--- config.mk ---
export PLATFORM = sky130hd
export DESIGN_NAME = channel_llr_pingpong_scheduler
export DESIGN_NICKNAME = d
export VERILOG_FILES = /design/src/rtl/channel_llr_pingpong_scheduler.sv
export SDC_FILE = /design/constraint.sdc
export NUM_CORES = 1
export LEC_CHECK = 0
export ABC_AREA = 1
export CORE_AREA = 2 2 39 41
export CTS_CLUSTER_SIZE = 30
export DETAILED_ROUTE_END_ITERATION = 10
export DIE_AREA = 0 0 41 43
export PLACE_DENSITY = 0.71
export RECOVER_POWER = 100
export SYNTH_ARGS = -nofsm -noshare
export SYNTH_HDL_FRONTEND = slang
export SYNTH_SLANG_ARGS = --single-unit
--- constraint.sdc ---
create_clock -name clk -period 2.6 [get_ports clk]
set_input_delay 0.52 -clock clk [delete_from_list [all_inputs] [get_ports clk]]
set_output_delay 0.52 -clock clk [all_outputs]
set_load 0.05 [all_outputs]
--- src/rtl/channel_llr_pingpong_scheduler.sv ---
// Ping-pong scheduler for two channel-LLR registers in front of the SC decoder.
// Optional feature: define SCHED_FRAME_CNT_EN to add the frames_decoded counter output.
module channel_llr_pingpong_scheduler #(
  parameter int unsigned n = 3,
  parameter int unsigned p = 1
) (
  input  logic                          clk,
  input  logic                          rst_n,
  input  logic                          frame_valid,
  output logic                          frame_ready,
  output logic [1:0]                    buf_data_valid,
  output logic [1:0]                    buf_decoder_busy,
  output logic [1:0]                    buf_decoder_done,
  output logic                          decoder_start,
  input  logic                          decoder_done,
  input  logic                          llr_rd_en,
  input  logic [(2**(n-p-1))-1:0]       llr_rd_addr,
  output logic [1:0]                    buf_rd_en,
  output logic [(2**(n-p-1))-1:0]       buf_rd_addr,
  output logic                          dout_sel,
  output logic                          protocol_err
`ifdef SCHED_FRAME_CNT_EN
  ,
  output logic [15:0]                   frames_decoded
`endif
);

  localparam int unsigned AW = 2**(n-p-1);

  typedef enum logic [1:0] {
    ST_IDLE  = 2'd0,
    ST_START = 2'd1,
    ST_BUSY  = 2'd2
  } state_e;

  typedef enum logic [1:0] {
    BUF_EMPTY = 2'd0,
    BUF_FULL  = 2'd1,
    BUF_DEC   = 2'd2
  } buf_e;

  state_e r_state;
  state_e w_state_nxt;
  buf_e   r_bst     [2];
  buf_e   w_bst_nxt [2];
  logic   r_wr_ptr;
  logic   r_rd_ptr;
  logic   r_protocol_err;

  logic   w_frame_ready;
  logic   w_accept;
  logic   w_start;
  logic   w_release;
  logic   w_err_evt;

  // Load path: ready is decoded from registered state only
  always_comb begin
    w_frame_ready  = (r_bst[r_wr_ptr] == BUF_EMPTY);
    w_accept       = frame_valid & w_frame_ready;
    buf_data_valid = 2'b00;
    if (w_accept) buf_data_valid[r_wr_ptr] = 1'b1;
  end

  // Decode FSM: next state and per-cycle strobes
  always_comb begin
    w_state_nxt      = r_state;
    decoder_start    = 1'b0;
    buf_rd_en        = 2'b00;
    buf_decoder_done = 2'b00;
    w_start          = 1'b0;
    w_release        = 1'b0;
    case (r_state)
      ST_IDLE: begin
        if (r_bst[r_rd_ptr] == BUF_FULL) w_state_nxt = ST_START;
      end
      ST_START: begin
        decoder_start = 1'b1;
        w_start       = 1'b1;
        w_state_nxt   = ST_BUSY;
      end
      ST_BUSY: begin
        buf_rd_en[r_rd_ptr]        = llr_rd_en;
        buf_decoder_done[r_rd_ptr] = decoder_done;
        if (decoder_done) begin
          w_release   = 1'b1;
          w_state_nxt = ST_IDLE;
        end
      end
      default: w_state_nxt = ST_IDLE;
    endcase
  end

  // Load, start and release always target different registers, so they compose
  always_comb begin
    for (int i = 0; i < 2; i++) w_bst_nxt[i] = r_bst[i];
    if (w_accept)  w_bst_nxt[r_wr_ptr] = BUF_FULL;
    if (w_start)   w_bst_nxt[r_rd_ptr] = BUF_DEC;
    if (w_release) w_bst_nxt[r_rd_ptr] = BUF_EMPTY;
  end

  assign w_err_evt = (frame_valid & ~w_frame_ready) |
                     (decoder_done & (r_state != ST_BUSY));

  always_ff @(posedge clk or negedge rst_n) begin
    if (!rst_n) begin
      r_state        <= ST_IDLE;
      r_bst[0]       <= BUF_EMPTY;
      r_bst[1]       <= BUF_EMPTY;
      r_wr_ptr       <= 1'b0;
      r_rd_ptr       <= 1'b0;
      r_protocol_err <= 1'b0;
    end else begin
      r_state  <= w_state_nxt;
      r_bst[0] <= w_bst_nxt[0];
      r_bst[1] <= w_bst_nxt[1];
      if (w_accept)  r_wr_ptr <= ~r_wr_ptr;
      if (w_release) r_rd_ptr <= ~r_rd_ptr;
      if (w_err_evt) r_protocol_err <= 1'b1;
    end
  end

  assign frame_ready         = w_frame_ready;
  assign buf_decoder_busy[0] = (r_bst[0] != BUF_EMPTY);
  assign buf_decoder_busy[1] = (r_bst[1] != BUF_EMPTY);
  assign buf_rd_addr         = AW'(llr_rd_addr);
  assign dout_sel            = r_rd_ptr;
  assign protocol_err        = r_protocol_err;

`ifdef SCHED_FRAME_CNT_EN
  logic [15:0] r_frames_decoded;

  // Count of completed decodes, wraps naturally at 16 bits
  always_ff @(posedge clk or negedge rst_n) begin
    if (!rst_n) r_frames_decoded <= 16'd0;
    else if (w_release) r_frames_decoded <= r_frames_decoded + 16'd1;
  end

  assign frames_decoded = r_frames_decoded;
`endif

endmodule

==> out/results.ini, run 1 <==
[run_status]
run_status = completed

[timing]
finalHoldViolCount = 0
rsz0062_at_grt = false
whs_ns = 0.4806
fin_ws_ns = 0.1989
setup_viol = 0
finClkSkew_ns = 0.002594
fin_crit_sh = 0.9235
slew_violations = 0
post-route-min-period_ns = 2.401
fmax_mhz = 416.5
worst_slew_pin_slew_ns = 0.6019
slew_headroom = 0.6005
tns_ns = 0

[setup_path]
crit_start = decoder_done
reg2reg_from = r_state[0]
worstPathArrival_ns = 1.88
reg2reg_slack_ns = 1.65
slowest_delay_ns = 0.58
crit_type = input pin to output pin
path_depth = 6
critical_path_buf_inv_count = 4
worstSetupStartpointType = input pin
crit_slowest_cell = dlygate4sd3_1
crit_top_cell = inv_1
rr_worst_depth = 6
cp_max_fo = 3
crit_path_end_kind = output pin
worst_path_dominant_cell_family = buffers and inverters
rr_endpoint = r_bst[3]
cp_cell_sequence = dlygate4sd3_1 -> nand3_1 -> inv_1 -> nand2_1 -> inv_1 -> dlymetal6s2s_1
crit_path_end = buf_decoder_done[1]
cp.required_ns = 2.08

[detailed_routing]
via_count = 457
dr.pass1.iters = 3
drtAntennaViolNets = 0
dr.first_iter.drc_count = 6
postRouteWirelength_um = 1047
drc = 0
viasPerCell = 4.394
post_drt_wl_per_cell_um = 10.07

[logic_synthesis]
synthFlopType = dfrtp_1
netlist_top_cells_area = dfrtp_1, inv_1, nand2_1, nand3_1, buf_4
synthDistinctLibCells = 15
synth-edff-count = 0
syn_avg_cell_area_um2 = 7.007
ys_seq_area_frac = 0.4592
ys.warnings.count = 0
async_reset_ff_frac = 1.000
yosysTopAreaCell = dfrtp_1
syn-cell-area_um2 = 490.5
synthesis.nets = 77
yosysTopAreaCellShare = 0.4592
synth_cells = 70
ys_seq_elements = 9
synthTopCellsByCount = inv_1, nand2_1, dfrtp_1, nand3_1, nor2_1

[floorplanning]
die_w_um = 41
ios = 21
dieHeight_um = 43
core.rowCount = 14
dieArea_mm2 = 0.001763
core_area_mm2 = 0.001384
start_util = 0.3544

[grt]
grt_usage = 0.1581
antenna_found_initial = 0
grt_start_max_net_pins = 10
grt_pass1_wl_um = 1787
grt_pass1_vias = 438
overflow = 0

[finish]
final_cells = 104
syn2layout_area_growth_pct = 33.93
antenna_cells = 0
utilization = 0.4747
finalInstanceArea_um2 = 656.9
final_nets = 96
drive_gt1_frac = 0.05682

[place]
dp_cells = 100
dp_hpwl_um = 820.7
dpl_cell_area_um2 = 715.7
io_buffers = 16
pre_cts_slack_ns = 0.5314
place_congestion = 0.8024

[clocking]
htree_levels = 1
cts_tree = built
cts_buffer_depth = 2
post_cts_resized = 0
path_clk_slew_ns = 0.06
cts_sinks = 9
ctsHoldBuffers = 0
insertion_delay_ns = 0.26
cts_inserted_buffers = 3
root_buffer = clkbuf_4
postCtsSetupRepairBufs = 0

[power]
power_mw = 0.8882
power_density_mw_per_mm2 = 1352
p_leak_nw = 0.4199
irDropWorstVdd_v = 0.0005126

[job]
drv_cap = 0

[hold_path]
hp-class = flop to flop

worst min path at each step:
stage,start,slack [ns],cells past startpoint,to
after global routing,protocol_err,0.50,2,protocol_err
after detailed placement,protocol_err,0.48,2,protocol_err
after floorplan,rst_n,0.22,0,dout_sel
after CTS,protocol_err,0.49,2,protocol_err
final,protocol_err,0.48,2,protocol_err
after global placement,protocol_err,0.46,2,protocol_err
tightest hold or removal path: cells and delay by family, from the launching register on:
kind               cells  cell delay, ns
DFF                    1            0.34
and+or+nand+nor        1            0.06
AOI/OAI and AO/OA      1            0.04
state kept, by name, indices dropped and copies added, names as in the netlist:
signal and count:
r_state 2, dout_sel 1, protocol_err 1, r_wr_ptr 1, r_bst 4
final cells by class:
type,instances,area [um2]
multi-input combinational,38,166.4
sequential,9,225.2
clock buffer,4,26.28
fill,156,726.9
timing repair buffer,16,140.1
tap,16,20.02
inverter,21,78.83
routing by layer:
layer / track usage / routed length (um) / up-vias
met5: 0 / 0 / -
met4: 0.08000 / 24 / 0
met3: 0.09948 / 70 / 4
met2: 0.2188 / 494 / 11
met1: 0.1821 / 458 / 204
li1: - / - / 238
cell families after synthesis:
kind of cell / after synthesis / share of synthesized area
flip-flops: 9 / 0.4592
AND/OR/NAND/NOR: 31 / 0.2730
buffers and inverters: 23 / 0.1913
AO/OA/AOI/OAI: 7 / 0.07654
power by group:
part / switching, mW / internal [mW] / total (mW)
combinational: 0.377 / 0.148 / 0.525
clock: 0.0484 / 0.0591 / 0.108
sequential: 0.0541 / 0.202 / 0.256
total: 0.480 / 0.408 / 0.888
placed cells by master, fill, tap and decap left out, drive strengths merged:
cell | synthesis | routed
nor2 | 4 | 4
nor3 | 2 | 2
clkbuf | 0 | 8
dlygate4sd3 | 0 | 9
inv | 21 | 21
a21oi | 2 | 2
clkdlybuf4s50 | 0 | 1
o21bai | 1 | 1
nand2 | 21 | 21
nand3 | 4 | 4
dlymetal6s2s | 0 | 2
o21ai | 4 | 4
dfrtp | 9 | 9
(Power assumes the default switching activity.)
==> inputs of run 2 (changes only) <==
--- a/config.mk
+++ b/config.mk
@@ -7,7 +7,6 @@
 export LEC_CHECK = 0
 export ABC_AREA = 1
 export CORE_AREA = 2 2 39 41
-export CTS_CLUSTER_SIZE = 30
 export DETAILED_ROUTE_END_ITERATION = 10
 export DIE_AREA = 0 0 41 43
 export PLACE_DENSITY = 0.71
==> constraint.sdc (replaced) <==
create_clock -name clk -period 2.9 [get_ports clk]
set_input_delay 0.58 -clock clk [delete_from_list [all_inputs] [get_ports clk]]
set_output_delay 0.58 -clock clk [all_outputs]
set_load 0.05 [all_outputs]
==> run 2 against run 1 <==
Net effect:
- total power down 10%
- critical path type unchanged
- sequential share of layout area up 0.94 points
- sequential power down 9.8%
- via count up 1.3%
- critical path depth unchanged
- register-to-register slack better by 0.28 ns
- non-clock buffer count unchanged
- highest routed layer unchanged
- core utilization down 1.3 points
==> out/results.ini, run 2 (synthesized netlist as in run 1, its figures left out) <==
[clocking]
postCtsSetupRepairBufs = 0
root_buffer = clkbuf_4
htree_levels = 1
ctsHoldBuffers = 0
cts_tree = built
path_clk_slew_ns = 0.06
cts_buffer_depth = 2
cts_inserted_buffers = 3
post_cts_resized = 0
cts_sinks = 9
insertion_delay_ns = 0.26

[finish]
syn2layout_area_growth_pct = 30.36
final_nets = 96
drive_gt1_frac = 0.05682
regMostFlops = r_bst
mostFrequentLayoutCells = inv_1, nand2_1, dfrtp_1, dlygate4sd3_1, clkbuf_1
largest_register_ff_count = 4
reg_top3 = r_bst (4), r_state (2)
antenna_cells = 0
mostFrequentLayoutCell = inv_1

[detailed_routing]
drc = 0
dr.first_iter.drc_count = 6
drtAntennaViolNets = 0
postRouteWirelength_um = 1052
via_count = 463
post_drt_wl_per_cell_um = 10.12
dr.pass1.iters = 4
viasPerCell = 4.452

[setup_path]
rr_endpoint = r_bst[3]
crit_path_end = buf_decoder_done[0]
worstSetupStartpointType = input pin
worstPathArrival_ns = 1.97
crit_type = input pin to output pin
rr_worst_depth = 6
crit_path_end_kind = output pin
reg2reg_from = r_state[0]
crit_start = decoder_done
cp.required_ns = 2.32
cp_max_fo = 3
reg2reg_slack_ns = 1.93

[timing]
finClkSkew_ns = 0.003949
slew_headroom = 0.6042
post-route-min-period_ns = 2.551
rsz0062_at_grt = false
finalHoldViolCount = 0
fmax_mhz = 391.9
worst_slew_pin_slew_ns = 0.5963
tns_ns = 0
fin_crit_sh = 0.8798
setup_viol = 0
whs_ns = 0.4851
slew_violations = 0

[floorplanning]
dieHeight_um = 43
core_area_mm2 = 0.001384
ios = 21
start_util = 0.3544
die_w_um = 41
core.rowCount = 14
dieArea_mm2 = 0.001763

[grt]
grt_usage = 0.1478
grt_pass1_wl_um = 1628
grt_pass1_vias = 391
antenna_found_initial = 0
overflow = 0
grt_start_max_net_pins = 10

[place]
place_congestion = 0.7701
dp_hpwl_um = 807.8
io_buffers = 16

[run_status]
run_status = completed

[power]
irDropWorstVdd_v = 0.0004616
p_int_mw = 0.3608
pwr-share-seq = 0.291
power_density_mw_per_mm2 = 1244
switching_power_mw = 0.4344
power_frac_clock = 0.119
p_sw_frac = 0.5463
pwr-share-comb = 0.590
p_leak_nw = 0.3797

[hold_path]
hp-class = flop to flop

[job]
drv_cap = 0

## run 2: cell types whose count changed in the layout (fill, tap and decap cells not counted), sizes merged
cell          previous run  this run
clkbuf                   8        10
dlymetal6s2s             2         0
## run 2: final cells by class
class	count	area, um2
Multi-Input combinational cell	38	166.4
Fill cell	162	744.5
Sequential cell	9	225.2
Timing Repair Buffer	16	122.6
Tap cell	16	20.02
Inverter	21	78.83
Clock buffer	4	26.28
## run 2: metal layers
layer	global-route usage	part of all wire	routed length [um]	vias up
li1	-	-	-	239
met1	0.1683	0.44	467	210
met2	0.2031	0.48	501	12
met3	0.07853	0.059	62	2
met4	0.1000	0.019	20	0
met5	0	0	0	-
## run 2: critical path, stage by stage
cell and delay [ns]:
dlygate4sd3_1 0.57, nand3_1 0.13, inv_1 0.09, nand2_1 0.08, inv_1 0.06, clkbuf_1 0.45
## run 2: worst min path at each step
| stage | slack (ns) | start | cells after the start | endpoint |
|---|---|---|---|---|
| floorplan | 0.28 | rst_n | 0 | dout_sel |
| global placement | 0.46 | protocol_err | 2 | protocol_err |
| detailed placement | 0.48 | protocol_err | 2 | protocol_err |
| CTS | 0.50 | protocol_err | 2 | protocol_err |
| global route | 0.50 | protocol_err | 2 | protocol_err |
| finish | 0.49 | protocol_err | 2 | protocol_err |
## run 2: power groups by stage
stage,logic (mW),registers (mW),clock network (mW)
floorplan,0.343,0.248,0
global placement,0.500,0.233,0
detailed placement,0.508,0.235,0
CTS,0.510,0.234,0.0981
global route,0.510,0.238,0.110
finish,0.469,0.231,0.0947
## run 2: stage by stage
step / std cells / setup slack (ns) / util / power [mW] / area (um2)
6_report: 104 / 0.3486 / 0.4620 / 0.7952 / 639.4
5_1_grt: 104 / 0.2996 / 0.4620 / 0.8576 / 639.4
4_1_cts: 104 / 0.5066 / 0.4910 / 0.8429 / 679.4
3_5_place_dp: 100 / 0.7292 / 0.4720 / 0.7431 / 653.1
3_3_place_gp: 100 / 0.7340 / 0.4720 / 0.7327 / 653.1
2_1_floorplan: 70 / 0.3819 / - / 0.5905 / 490.5
==> inputs of run 3 (changes only) <==
--- a/config.mk
+++ b/config.mk
@@ -9,7 +9,7 @@
 export CORE_AREA = 2 2 39 41
 export DETAILED_ROUTE_END_ITERATION = 10
 export DIE_AREA = 0 0 41 43
-export PLACE_DENSITY = 0.71
+export DONT_BUFFER_PORTS = 1
 export RECOVER_POWER = 100
 export SYNTH_ARGS = -nofsm -noshare
 export SYNTH_HDL_FRONTEND = slang
==> run 3 against run 2 <==
Net effect:
- worst setup slack better by 0.31 ns
- non-clock buffer count fell by 12
- flip-flop and latch count did not move
- core utilization down 6.6 points
- total power down 8.8%
- first-iteration DRC count up 83%
- cell count down 12%
- clock skew down 0.0031 ns
- routed wire length fell by 3.5%
- sequential power increased by 9.5%
==> out/results.ini, run 3 (synthesized netlist as in run 1, its figures left out) <==
[timing]
finClkSkew_ns = 0.0008089
finalHoldViolCount = 0
setup_viol = 0
fin_crit_sh = 0.7737
slew_violations = 0
post-route-min-period_ns = 2.244
worst_slew_pin_slew_ns = 0.6182
slew_headroom = 0.5879
fmax_mhz = 445.7
tns_ns = 0
rsz0062_at_grt = false

[setup_path]
worstPathArrival_ns = 1.66
reg2reg_slack_ns = 1.56
rr_endpoint = r_bst[1]
rr_worst_depth = 4
cp_max_fo = 7
cp.required_ns = 2.32
worstSetupStartpointType = flop
crit_path_end_kind = output pin
crit_start = dout_sel
crit_path_end = buf_rd_en[1]
crit_type = flop to output pin
reg2reg_from = dout_sel

[power]
power_density_mw_per_mm2 = 1323
irDropWorstVdd_v = 0.0003257
power_mw = 0.7250
p_leak_nw = 0.3480

[grt]
grt_pass1_wl_um = 1524
antenna_found_initial = 0
grt_start_max_net_pins = 8
overflow = 0
grt_pass1_vias = 388
grt_usage = 0.1377

[floorplanning]
die_w_um = 41
start_util = 0.3544
core_area_mm2 = 0.001384
core.rowCount = 14
dieHeight_um = 43
ios = 21
dieArea_mm2 = 0.001763

[job]
drv_cap = 0

[finish]
mostFrequentLayoutCells = nand2_1, inv_1, dfrtp_1, nor2_1, o21ai_0
antenna_cells = 0
drive_gt1_frac = 0.06579
reg_top3 = r_bst (4), r_state (2)
final_nets = 84
largest_register_ff_count = 4
syn2layout_area_growth_pct = 11.73
regMostFlops = r_bst

[clocking]
cts_inserted_buffers = 3
cts_sinks = 9
cts_tree = built
insertion_delay_ns = 0.26
cts_buffer_depth = 2
root_buffer = clkbuf_4
path_clk_slew_ns = 0.06
htree_levels = 1
postCtsSetupRepairBufs = 0

[place]
io_buffers = 0
place_congestion = 0.6429
dp_hpwl_um = 773.5

[hold_path]
whs_path_depth = 1
hp-class = input pin to flop

[detailed_routing]
dr.pass1.iters = 4
viasPerCell = 4.663
dr.first_iter.drc_count = 11
via_count = 429
post_drt_wl_per_cell_um = 11.03
drc = 0
postRouteWirelength_um = 1015
drtAntennaViolNets = 0

[run_status]
run_status = completed

-- run 3: changes by cell type in the layout (fill, tap and decap cells not counted), moves of 2 or more --
| cell | delta |
|---|---|
| clkbuf_1 | -5 |
| dlygate4sd3_1 | -7 |
| o21ai_0 | +2 |
| o21ai_1 | -2 |
-- run 3: how the worst min path moves through the flow --
stage                            start    endpoint
after detailed placement         rst_n    r_bst[3]
final                     decoder_done  r_state[1]
after CTS                        rst_n    r_bst[2]
after floorplan                  rst_n    dout_sel
after global placement           rst_n    r_bst[3]
after global routing      decoder_done  r_state[1]
-- run 3: critical path, cell delays in order (launching register included) --
cell and delay (ns):
dfrtp_1 0.74, inv_1 0.21, nor3_1 0.23, buf_4 0.23
-- run 3: timing repair --
item	CTS	global route
hold endpoints to repair	4	5
hold buffers	1	1
resized for setup	0	0
-- run 3: metrics by stage --
stage | setup slack, ns | cells | utilization | instance area (um2) | hold WS [ns]
6_report | 0.6561 | 92 | 0.3960 | 548.0 | 0.4396
5_1_grt | 0.5310 | 92 | 0.3960 | 548.0 | 0.4334
4_1_cts | 0.7255 | 91 | 0.3951 | 546.8 | 0.002028
3_5_place_dp | 1.014 | 86 | 0.3689 | 510.5 | 0.2846
3_3_place_gp | 1.045 | 86 | 0.3689 | 510.5 | 0.2846
2_1_floorplan | 0.3819 | 70 | - | 490.5 | 0.2844
-- run 3: layout make-up --
class | instances | area (um2)
fillers | 150 | 835.8
flip-flops and latches | 9 | 225.2
multi-input cells | 38 | 166.4
clock buffers | 4 | 26.28
repair buffers | 4 | 31.28
inverters | 21 | 78.83
well taps | 16 | 20.02
-- run 3: power by group --
part           switching, mW  total [mW]  internal (mW)
Clock                 0.0431      0.0961         0.0530
Sequential            0.0733       0.253          0.180
Combinational          0.302       0.376         0.0743
Total                  0.418       0.725          0.307
-- run 3: per-layer routing --
| layer | wire [um] | vias to the layer above | share of wire | track usage |
|---|---|---|---|---|
| met2 | 551 | 14 | 0.54 | 0.2344 |
| met4 | 19 | 0 | 0.019 | 0.1000 |
| li1 | - | 212 | - | - |
| met3 | 50 | 2 | 0.049 | 0.04712 |
| met5 | 0 | - | 0 | 0 |
| met1 | 394 | 201 | 0.39 | 0.1221 |
